[config.mk]
export PLATFORM = sky130hd
export DESIGN_NAME = seq_divider
export DESIGN_NICKNAME = d
export VERILOG_FILES = /design/src/rtl/seq_divider.sv
export SDC_FILE = /design/constraint.sdc
export NUM_CORES = 1
export LEC_CHECK = 0
export CELL_PAD_IN_SITES_DETAIL_PLACEMENT = 0
export CELL_PAD_IN_SITES_GLOBAL_PLACEMENT = 1
export CORE_ASPECT_RATIO = 0.8
export CORE_UTILIZATION = 47
export CTS_CLUSTER_DIAMETER = 150
export DETAILED_ROUTE_END_ITERATION = 8
export GPL_TIMING_DRIVEN = 0
export PLACE_DENSITY = 0.87
export SYNTH_ARGS = -nofsm -noshare
export SYNTH_HDL_FRONTEND = slang
export SYNTH_SLANG_ARGS = --single-unit
[constraint.sdc]
create_clock -name clk -period 4.4 [get_ports clk]
set_input_delay 0.88 -clock clk [delete_from_list [all_inputs] [get_ports clk]]
set_output_delay 0.88 -clock clk [all_outputs]
set_load 0.005 [all_outputs]
[src/rtl/seq_divider.sv]
// Switch-driven sequential radix-2 restoring divider.
// A change on sw starts a new division that resolves one quotient bit per clock.
// led shows only the last completed {remainder, quotient}; partial values never reach it.
module seq_divider #(
    parameter int unsigned N   = 8,
    parameter bit          INV = 1'b0
) (
    input  logic             clk,
    input  logic             rst_n,
    input  logic [2*N-1:0]   sw,
    output logic [2*N-1:0]   led,
    output logic             busy,
    output logic             dz
);

    localparam int unsigned CW = $clog2(N + 1);

    typedef enum logic {
        S_IDLE = 1'b0,
        S_RUN  = 1'b1
    } state_t;

    // Registered state
    state_t             r_state;
    logic [N-1:0]       r_a_q;
    logic [N-1:0]       r_b_q;
    logic               r_load;
    logic [N-1:0]       r_d;
    logic [N-1:0]       r_quo;
    logic [N:0]         r_rem;
    logic [CW-1:0]      r_cnt;
    logic [2*N-1:0]     r_result;
    logic               r_busy;
    logic               r_dz;

    // Combinational signals
    logic [N-1:0]       w_dividend;
    logic [N-1:0]       w_divisor;
    logic               w_change;
    logic [N:0]         w_shift;
    logic [N:0]         w_trial;
    logic [N:0]         w_rem_step;
    logic [N-1:0]       w_quo_step;
    state_t             w_state_nx;
    logic [N-1:0]       w_d_nx;
    logic [N-1:0]       w_quo_nx;
    logic [N:0]         w_rem_nx;
    logic [CW-1:0]      w_cnt_nx;
    logic [2*N-1:0]     w_result_nx;
    logic               w_busy_nx;
    logic               w_dz_nx;

    assign w_dividend = sw[N-1:0];
    assign w_divisor  = sw[2*N-1:N];
    assign w_change   = (w_dividend != r_a_q) || (w_divisor != r_b_q);

    // Switch sampling and change detection; load comes out of reset high so the
    // first edge after release starts a division on whatever the switches show.
    always_ff @(posedge clk or negedge rst_n) begin
        if (!rst_n) begin
            r_a_q  <= '0;
            r_b_q  <= '0;
            r_load <= 1'b1;
        end else begin
            r_a_q  <= w_dividend;
            r_b_q  <= w_divisor;
            r_load <= w_change;
        end
    end

    // One restoring step: shift in the next dividend bit and trial-subtract the divisor.
    always_comb begin
        w_shift = {r_rem[N-1:0], r_quo[N-1]};
        w_trial = w_shift - {1'b0, r_d};
        if (!w_trial[N]) begin
            w_rem_step = w_trial;
            w_quo_step = {r_quo[N-2:0], 1'b1};
        end else begin
            w_rem_step = w_shift;
            w_quo_step = {r_quo[N-2:0], 1'b0};
        end
    end

    // Next-state and datapath control; a pending load overrides everything.
    always_comb begin
        w_state_nx  = r_state;
        w_d_nx      = r_d;
        w_quo_nx    = r_quo;
        w_rem_nx    = r_rem;
        w_cnt_nx    = r_cnt;
        w_result_nx = r_result;
        w_busy_nx   = r_busy;
        w_dz_nx     = r_dz;

        if (r_load) begin
            if (w_divisor != '0) begin
                w_d_nx     = w_divisor;
                w_quo_nx   = w_dividend;
                w_rem_nx   = '0;
                w_cnt_nx   = CW'(N);
                w_state_nx = S_RUN;
                w_busy_nx  = 1'b1;
            end else begin
                // Divide by zero resolves immediately: quotient saturates, remainder is the dividend.
                w_result_nx = {w_dividend, {N{1'b1}}};
                w_dz_nx     = 1'b1;
                w_state_nx  = S_IDLE;
                w_busy_nx   = 1'b0;
            end
        end else begin
            case (r_state)
                S_RUN: begin
                    w_quo_nx = w_quo_step;
                    w_rem_nx = w_rem_step;
                    w_cnt_nx = r_cnt - CW'(1);
                    if (r_cnt == CW'(1)) begin
                        w_result_nx = {w_rem_step[N-1:0], w_quo_step};
                        w_dz_nx     = 1'b0;
                        w_busy_nx   = 1'b0;
                        w_state_nx  = S_IDLE;
                    end
                end
                default: begin
                    w_state_nx = S_IDLE;
                end
            endcase
        end
    end

    // State and datapath registers.
    always_ff @(posedge clk or negedge rst_n) begin
        if (!rst_n) begin
            r_state  <= S_IDLE;
            r_d      <= '0;
            r_quo    <= '0;
            r_rem    <= '0;
            r_cnt    <= '0;
            r_result <= '0;
            r_busy   <= 1'b0;
            r_dz     <= 1'b0;
        end else begin
            r_state  <= w_state_nx;
            r_d      <= w_d_nx;
            r_quo    <= w_quo_nx;
            r_rem    <= w_rem_nx;
            r_cnt    <= w_cnt_nx;
            r_result <= w_result_nx;
            r_busy   <= w_busy_nx;
            r_dz     <= w_dz_nx;
        end
    end

    // Active-low LED boards get a static inversion of the held result only.
    assign led  = INV ? ~r_result : r_result;
    assign busy = r_busy;
    assign dz   = r_dz;

endmodule

==> metrics.txt, run 1 <==
worst-path fanout max 10; commonest non-fill, non-tap cell in the layout dfrtp_1; n_diodes 0; Avg WL per Cell around 17 um; Placer Congestion 0.8211; Final Hold Fails 0; critical path arrival roughly 3.3 ns; largest net degree at the start of global routing 65; WS Path Type in2reg; HPWL Detailed between 6 and 7 mm; EDFF count, synth 0; reg-to-reg critical path endpoint led[12]$_DFFE_PN0P_; hold buffers post-CTS 0; clock buffer depth 2; Netlist cell types between 50 and 60; CP startpoint sw[13]; Post-Route Setup TNS 0 ns; status finished clean; RSZ-0062 raised after global routing no; Post-Place Cells 470; Top FF cell, synth dfrtp_1; GRT Overall Usage 24.16%; vias in the first global route around 2,700; worst hold margin about 0.47 ns; critical path required time around 4.6 ns; initial antenna violation count 0; crit path capture r_rem[4]$_DFFE_PN0P_; Resized cells post-CTS 0; top cells by area, synth dfrtp_1 (47%), nand2_1 (6.1%), xor2_1 (4.9%), a21oi_1 (3.9%), ha_1 (3.7%); Mapped Area about 3400 sq um; DP Worst Slack about 1.1 ns; final setup margin between 1 and 1.5 ns; Final Max Slew Viols 0; Initial Util roughly half; CTS tree yes; RR Startpoint r_quo[7]$_DFFE_PN0P_; multi-input logic area 1643 sq um; fraction of final layout cells with drive strength greater than 1 around a tenth; WL final roughly 8.4 mm; Seq/Total Area, Yosys 47.50%; final setup vio count 0; Seq cells post-synth 64; Syn Inst Count approximately 350; Hold WC Path Type reg2reg; Peak Freq between 300 and 400 MHz; CTS Buf Count 9; Lkg Pwr between 1.5 and 2 nW; postcts setup bufs 0; crit share post-route a little over two thirds; area leader, netlist dfrtp_1; Die W between 90 and 100 um; Pwr per Cell Area around 320 nW/um^2; Rows 27; syn_area_per_cell a little under 10 sq um; FF-to-FF path depth 11; final std cells w/o fill ~490; Antenna Nets Post-Route 0; CTS root buf clkbuf_8; Layout fillers between 600 and 700; max_cap viols 0; slew at the pin closest to its max-slew limit approximately 0.84 ns; Synth warnings 0; first drt pass iteration count 4; asr flop ratio synth 100.0%; Post-Syn Nets 377; commonest cells after routing, fill and taps aside dfrtp_1 (63), nand2_1 (55), clkdlybuf4s50_1 (34); FF-to-FF setup slack ~1.6 ns; clock slew at reported path FFs roughly 0.07 ns; die area roughly 7500 sq um; Setup Skew about 0.012 ns; CP Launch Type input port; DRC errors left 0; PortBufs 35; Max-slew headroom about 44%; Synth top area share a little under half; total core area between 6000 and 7000 sq um; vias ~2,700; vias per cell 5.626; final worst path period need just over 3 ns; critical path endpoint category register; Clock Latency Late Sink between 0.3 and 0.4 ns; H-tree depth 3; Area Overhead vs Synth 19.61%; Nets between 400 and 500; CTS Sinks 64; GRT overflow 0; die height between 70 and 80 um; first-pass GRT wire length around 14 mm; First DRT Iteration DRCs around 250; register area ~1600 sq um; IO Pins 36; VDD IR-drop max 0.3134 mV
where the power goes:
group | internal, mW | switching (mW) | leakage (nW)
sequential | 0.618 | 0.0187 | 0.757
combinational | 0.0708 | 0.0682 | 0.942
clock | 0.281 | 0.238 | 0.100
total | 0.969 | 0.325 | 1.80
synthesized netlist by cell type (all sizes together), types with 2 or more instances:
master and n:
a211oi 3, a21o 3, a21oi 27, a22o 2, a311o 3, and2 3
buf 7, clkbuf 10, dfrtp 63, ha 10, inv 12, mux2 5
mux2i 12, nand2 55, nand2b 3, nand3 4, nand4 14, nor2 24
nor2b 4, nor3 4, nor3b 3, nor4 6, o211ai 4, o21ai 16
o21bai 2, o221ai 3, o22ai 2, o311ai 6, or2 3, or3 2
xnor2 2, xor2 19
layout make-up:
class,instances,area share [%]
sequential,64,39.71
tap,87,2.697
timing repair buffer,35,8.617
buffer,17,2.077
multi-input combinational,255,40.70
clock inverter,5,1.581
inverter,12,1.116
clock buffer,11,3.503
flip-flops by register name, indices dropped and copies added (netlist names), 4 cells and up:
signal  flops
led        16
r_cnt       4
r_d         8
r_b_q       8
r_quo       8
r_rem       8
r_a_q       8
routing by layer:
metal | up-vias | part of all wire, % | global-route usage (%)
met5 | - | 0 | 0
met4 | 0 | 0.70 | 5.373
met3 | 7 | 7.0 | 8.108
met2 | 82 | 45 | 36.69
met1 | 1313 | 48 | 33.55
li1 | 1332 | - | -
stage by stage:
stage                     utilization (%)  area (sq um)  total power [mW]
after detailed placement            55.32          3831            0.7878
final                               58.28          4036             1.294
after CTS                           58.28          4036             1.307
after global routing                58.28          4036             1.351
after floorplan                         -          3374            0.7043
after global placement              55.36          3834            0.7863
cell families (layout without fill, tap and decap cells):
kind of cell | Yosys count | in the layout | share of synthesized area (%)
and+or+nand+nor | 130 | 130 | 18.87
AOI/OAI and AO/OA | 76 | 76 | 14.72
DFF | 64 | 64 | 47.50
buffers and inverters | 29 | 80 | 3.819
xor gates and xnor gates | 21 | 21 | 5.451
muxes | 17 | 17 | 5.339
adders and majority gates | 11 | 11 | 4.301
how the worst min path moves through the flow:
stage / cells past startpoint / end / from
after floorplan: 2 / r_d[3]$_DFFE_PN0P_ / r_d[3]$_DFFE_PN0P_
after global placement: 2 / led[7]$_DFFE_PN0P_ / led[7]$_DFFE_PN0P_
after detailed placement: 2 / led[7]$_DFFE_PN0P_ / led[7]$_DFFE_PN0P_
after CTS: 2 / led[1]$_DFFE_PN0P_ / led[1]$_DFFE_PN0P_
after global routing: 2 / led[1]$_DFFE_PN0P_ / led[1]$_DFFE_PN0P_
final: 2 / led[1]$_DFFE_PN0P_ / led[1]$_DFFE_PN0P_
worst max-delay path, stage by stage:
cell and delay (ns):
clkdlybuf4s50_1 0.49, nor4_2 0.50, nand3_1 0.33, buf_2 0.32, o21ai_1 0.47, nand2_1 0.13, o311ai_0 0.13
(Power assumes the default switching activity.)
==> run 2, diff against run 1 <==
--- a/config.mk
+++ b/config.mk
@@ -8,11 +8,11 @@
 export CELL_PAD_IN_SITES_DETAIL_PLACEMENT = 0
 export CELL_PAD_IN_SITES_GLOBAL_PLACEMENT = 1
 export CORE_ASPECT_RATIO = 0.8
-export CORE_UTILIZATION = 47
+export CORE_UTILIZATION = 44
 export CTS_CLUSTER_DIAMETER = 150
 export DETAILED_ROUTE_END_ITERATION = 8
 export GPL_TIMING_DRIVEN = 0
-export PLACE_DENSITY = 0.87
+export PLACE_DENSITY = 0.83
 export SYNTH_ARGS = -nofsm -noshare
 export SYNTH_HDL_FRONTEND = slang
 export SYNTH_SLANG_ARGS = --single-unit
==> constraint.sdc (replaced) <==
create_clock -name clk -period 2.92 [get_ports clk]
set_input_delay 0.584 -clock clk [delete_from_list [all_inputs] [get_ports clk]]
set_output_delay 0.584 -clock clk [all_outputs]
set_load 0.005 [all_outputs]
==> metrics.txt, run 2 (synthesized netlist as in run 1, its figures left out) <==
slowest library cell on the worst path dfrtp_1; postcts setup bufs 0; fraction of final layout cells with drive strength greater than 1 just under 10%; critical path endpoint category register; DP Worst Slack -0.05166 ns; CTS Buf Count 9; PortBufs 35; met3 Track Usage GR under 10%; final setup vio count 0; final setup margin 0.1610 ns; Setup Skew 0.007451 ns; critical path cell sequence inv_1 -> ha_1 -> inv_1 -> fa_2 -> a211oi_2 -> nor3_1 -> mux2_4 -> and2_1 -> buf_6 -> buf_6 -> a311o_1; met1 usage between 30% and 40%; Post-Route Setup TNS 0 ns; Layout fillers ~700; Nets around 420; slew at the pin closest to its max-slew limit approximately 0.96 ns; Post-Place Cells ~500; Avg WL per Cell about 17 um; VDD IR-drop max 0.3351 mV; critical path arrival 2.99 ns; CTS root buf clkbuf_8; GRT overflow 0; total core area 7427 sq um; H-tree depth 3; number of flip-flops in the largest register 16; First DRT Iteration DRCs approximately 230; vias between 2,000 and 3,000; WS Path Type reg2reg; crit share post-route roughly 94%; crit-path max cell delay about 0.42 ns; status finished clean; vias in the first global route roughly 2,600; max_cap viols 0; RSZ-0062 raised after global routing no; commonest cells after routing, fill and taps aside dfrtp_1 (63), nand2_1 (55), clkdlybuf4s50_1 (34); Hold WC Path Type in2async; largest net degree at the start of global routing 65; IO Pins 36; multi-input logic area 1645 sq um; die height roughly 80 um; n_diodes 0; Final Max Slew Viols 0; grt met2 use between 30% and 40%; die area between 8000 and 9000 sq um; Pwr per Cell Area approximately 480 nW/um^2; Final Hold Fails 0; commonest non-fill, non-tap cell in the layout dfrtp_1; HPWL Detailed 6.166 mm; final std cells w/o fill 504; Power, Total a little under 2 mW; Clock Latency Late Sink about 0.34 ns; Die W between 90 and 100 um; clock buffer depth 2; first-pass GRT wire length around 14 mm; Initial Util between 40% and 50%; DRC errors left 0; most used routing layer met2; Lkg Pwr roughly 1.8 nW; final worst path period need 2.759 ns; first drt pass iteration count 4; Peak Freq about 360 MHz; critical path required time around 3.2 ns; GRT Overall Usage between 20% and 30%; clock slew at reported path FFs about 0.070 ns; Antenna Nets Post-Route 0; WL final 8.601 mm; register area 1603 sq um; CP Launch Type register; post-route core utilization 54.60%; hold buffers post-CTS 0; Area Overhead vs Synth 20.17%; CTS tree yes; initial antenna violation count 0; vias per cell 5.623; Resized cells post-CTS 0; Placer Congestion 0.8375; Rows 28; CTS Sinks 64; Max-slew headroom between 30% and 40%; worst-path fanout max 10
run 2: power breakdown:
part / leakage (nW) / internal [mW] / switching, mW
clock network: 0.0916 / 0.416 / 0.351
registers: 0.757 / 0.931 / 0.0286
logic: 0.941 / 0.107 / 0.103
run 2: stage by stage:
| stage | area (sq um) | hold slack (ns) |
|---|---|---|
| final | 4055 | 0.3256 |
| after global routing | 4055 | 0.3866 |
| after CTS | 4053 | 0.3487 |
| after detailed placement | 3854 | 0.4549 |
| after global placement | 3856 | 0.4520 |
| after floorplan | 3374 | 0.2884 |
run 2: final timing paths:
kind                                 startpoint             endpoint  slack (ns)  depth (start not counted)
max in group asynchronous                 rst_n  led[14]$_DFFE_PN0P_        2.08                          1
setup / recovery           r_quo[7]$_DFFE_PN0P_  led[12]$_DFFE_PN0P_        0.16                         11
min in group clk             led[5]$_DFFE_PN0P_   led[5]$_DFFE_PN0P_        0.47                          2
setup reg to reg           r_quo[7]$_DFFE_PN0P_  led[12]$_DFFE_PN0P_        0.16                         11
hold reg to reg              led[5]$_DFFE_PN0P_   led[5]$_DFFE_PN0P_        0.47                          2
hold / removal                            rst_n   led[2]$_DFFE_PN0P_        0.33                          1
run 2: final cells by class:
type                            count  share of cell area [%]
Inverter                           12                   1.111
Multi-Input combinational cell    255                   40.57
Clock buffer                       11                   3.487
Sequential cell                    64                   39.52
Buffer                             17                   2.067
Tap cell                          105                   3.240
Timing Repair Buffer               35                   8.578
Clock inverter                      5                   1.419
run 2: critical path, delay by kind of cell, from the launching register on:
| kind | cells | cell delay, ns |
|---|---|---|
| compound gates | 2 | 0.62 |
| fa+ha+maj | 2 | 0.53 |
| buf+inv | 4 | 0.41 |
| flops | 1 | 0.42 |
| mux | 1 | 0.38 |
| simple gates | 2 | 0.28 |
run 2: layer usage:
| metal | part of all wire, % | routed length, um | vias to the layer above |
|---|---|---|---|
| met1 | 47 | 4084 | 1365 |
| met4 | 1.7 | 148 | 0 |
| met2 | 44 | 3780 | 122 |
| met3 | 6.8 | 588 | 18 |
| met5 | 0 | 0 | - |
| li1 | - | - | 1329 |
==> run 3, diff against run 2 <==
--- a/config.mk
+++ b/config.mk
@@ -8,8 +8,9 @@
 export CELL_PAD_IN_SITES_DETAIL_PLACEMENT = 0
 export CELL_PAD_IN_SITES_GLOBAL_PLACEMENT = 1
 export CORE_ASPECT_RATIO = 0.8
+export CORE_MARGIN = 8
 export CORE_UTILIZATION = 44
-export CTS_CLUSTER_DIAMETER = 150
+export CTS_CLUSTER_DIAMETER = 60
 export DETAILED_ROUTE_END_ITERATION = 8
 export GPL_TIMING_DRIVEN = 0
 export PLACE_DENSITY = 0.83
==> metrics.txt, run 3 (synthesized netlist as in run 1, its figures left out) <==
DRC errors left 0; worst-path fanout max 10; n_diodes 0; slew at the pin closest to its max-slew limit 0.8944 ns; WS Path Type reg2reg; hold buffers post-CTS 0; critical path arrival between 3 and 4 ns; first-pass GRT wire length 14.92 mm; vias in the first global route 2,978; critical path endpoint category register; Antenna Nets Post-Route 0; crit share post-route between 90% and 100%; status finished clean; vias roughly 2,800; Layout fillers roughly 700; Area after DPL ~3900 sq um; clock buffer depth 2; Nets 423; IO Pins 36; vias per cell 5.554; Final Max Slew Viols 0; WL final slightly below 9 mm; first drt pass iteration count 5; total core area about 7400 sq um; H-tree depth 3; Area Overhead vs Synth 20.06%; CTS Sinks 64; worst hold margin 0.3208 ns; critical path required time approximately 3.2 ns; fraction of final layout cells with drive strength greater than 1 between 10% and 20%; Avg WL per Cell around 17 um; die height 94.33 um; Initial Util a little under half; final worst path period need approximately 2.8 ns; number of flip-flops in the largest register 16; CP Launch Type register; final setup vio count 0; CTS Buf Count 9; largest net degree at the start of global routing 65; commonest non-fill, non-tap cell in the layout dfrtp_1; commonest cells after routing, fill and taps aside dfrtp_1 (63), nand2_1 (55), clkdlybuf4s50_1 (34); VDD IR-drop max roughly 0.29 mV; postcts setup bufs 0; Clock Latency Late Sink between 0.3 and 0.4 ns; Pwr per Cell Area around 480 nW/um^2; CTS root buf clkbuf_8; First DRT Iteration DRCs around 140; Peak Freq ~360 MHz; Lkg Pwr 1.802 nW; Final Instance Area roughly 4000 sq um; RSZ-0062 raised after global routing no; final setup margin roughly 0.13 ns; max_cap viols 0; Rows 28; clock slew at reported path FFs around 0.070 ns; DP Worst Slack -0.09553 ns; initial antenna violation count 0; Hold WC Path Type in2async; CTS tree yes; Max-slew headroom around two fifths; Die W 113.9 um; HPWL Detailed between 6 and 7 mm; Setup Skew approximately 0.0095 ns; Placer Congestion about 0.8; PortBufs 35; Final Hold Fails 0; Resized cells post-CTS 0; die area about 11,000 sq um; GRT overflow 0; GRT Overall Usage between 10% and 20%
[run 3: changes by cell type in the layout (fill, tap and decap cells not counted)]
cell	before	now
clkinvlp_4	3	0
clkinv_2	1	3
clkinv_4	0	2
o311ai_0	4	2
o311ai_1	2	4
clkbuf_1	11	10
clkbuf_8	10	9
inv_6	0	1
[run 3: path summary, 6_finish.rpt]
kind	startpoint	to	slack [ns]	depth (start not counted)
min	rst_n	r_a_q[3]$_DFF_PN0_	0.32	1
max	r_quo[7]$_DFFE_PN0P_	led[12]$_DFFE_PN0P_	0.13	11
max reg2reg	r_quo[7]$_DFFE_PN0P_	led[12]$_DFFE_PN0P_	0.13	11
min in group clk	led[7]$_DFFE_PN0P_	led[7]$_DFFE_PN0P_	0.47	2
max in group asynchronous	rst_n	dz$_DFFE_PN0P_	2.08	1
min reg2reg	led[7]$_DFFE_PN0P_	led[7]$_DFFE_PN0P_	0.47	2
[run 3: per-stage QoR]
step	setup TNS [ns]	utilization [%]	total power, mW	cells
finish	0	54.55	1.934	504
global route	0	54.55	2.013	504
detailed placement	-0.5160	51.89	1.188	488
floorplan	0	-	1.061	348
CTS	0	54.51	1.959	504
global placement	-53.96	51.92	1.186	488
[run 3: metal layers]
| layer | track usage [%] | part of all wire (%) | routed length (um) |
|---|---|---|---|
| met1 | 23.47 | 49 | 4281 |
| met4 | 7.293 | 1.7 | 148 |
| met3 | 4.464 | 5.8 | 510 |
| met2 | 27.43 | 44 | 3817 |
| met5 | 0 | 0 | 0 |
[run 3: cell type report]
| class | count | area (sq um) | share of cell area, % |
|---|---|---|---|
| repair buffers | 35 | 347.8 | 8.586 |
| multi-input cells | 255 | 1645 | 40.61 |
| clock buffers | 9 | 123.9 | 3.057 |
| inverters | 12 | 45.04 | 1.112 |
| clock inverters | 7 | 71.32 | 1.760 |
| plain buffers | 17 | 83.83 | 2.069 |
| flip-flops and latches | 64 | 1603 | 39.56 |
| well taps | 105 | 131.4 | 3.243 |
[run 3: critical path, stage by stage, from the launching register on]
cell and delay (ns):
dfrtp_1 0.44, inv_1 0.08, ha_1 0.16, inv_1 0.06, fa_2 0.38, a211oi_2 0.32
nor3_1 0.13, mux2_4 0.38, and2_1 0.16, buf_6 0.13, buf_6 0.14, a311o_1 0.30
[run 3: report_power, final]
part           total, mW  leakage (nW)  internal (mW)  switching [mW]
logic              0.212         0.942          0.108           0.105
clock network      0.764         0.103          0.395           0.369
registers          0.958         0.757          0.931          0.0272
total               1.93          1.80           1.43           0.501
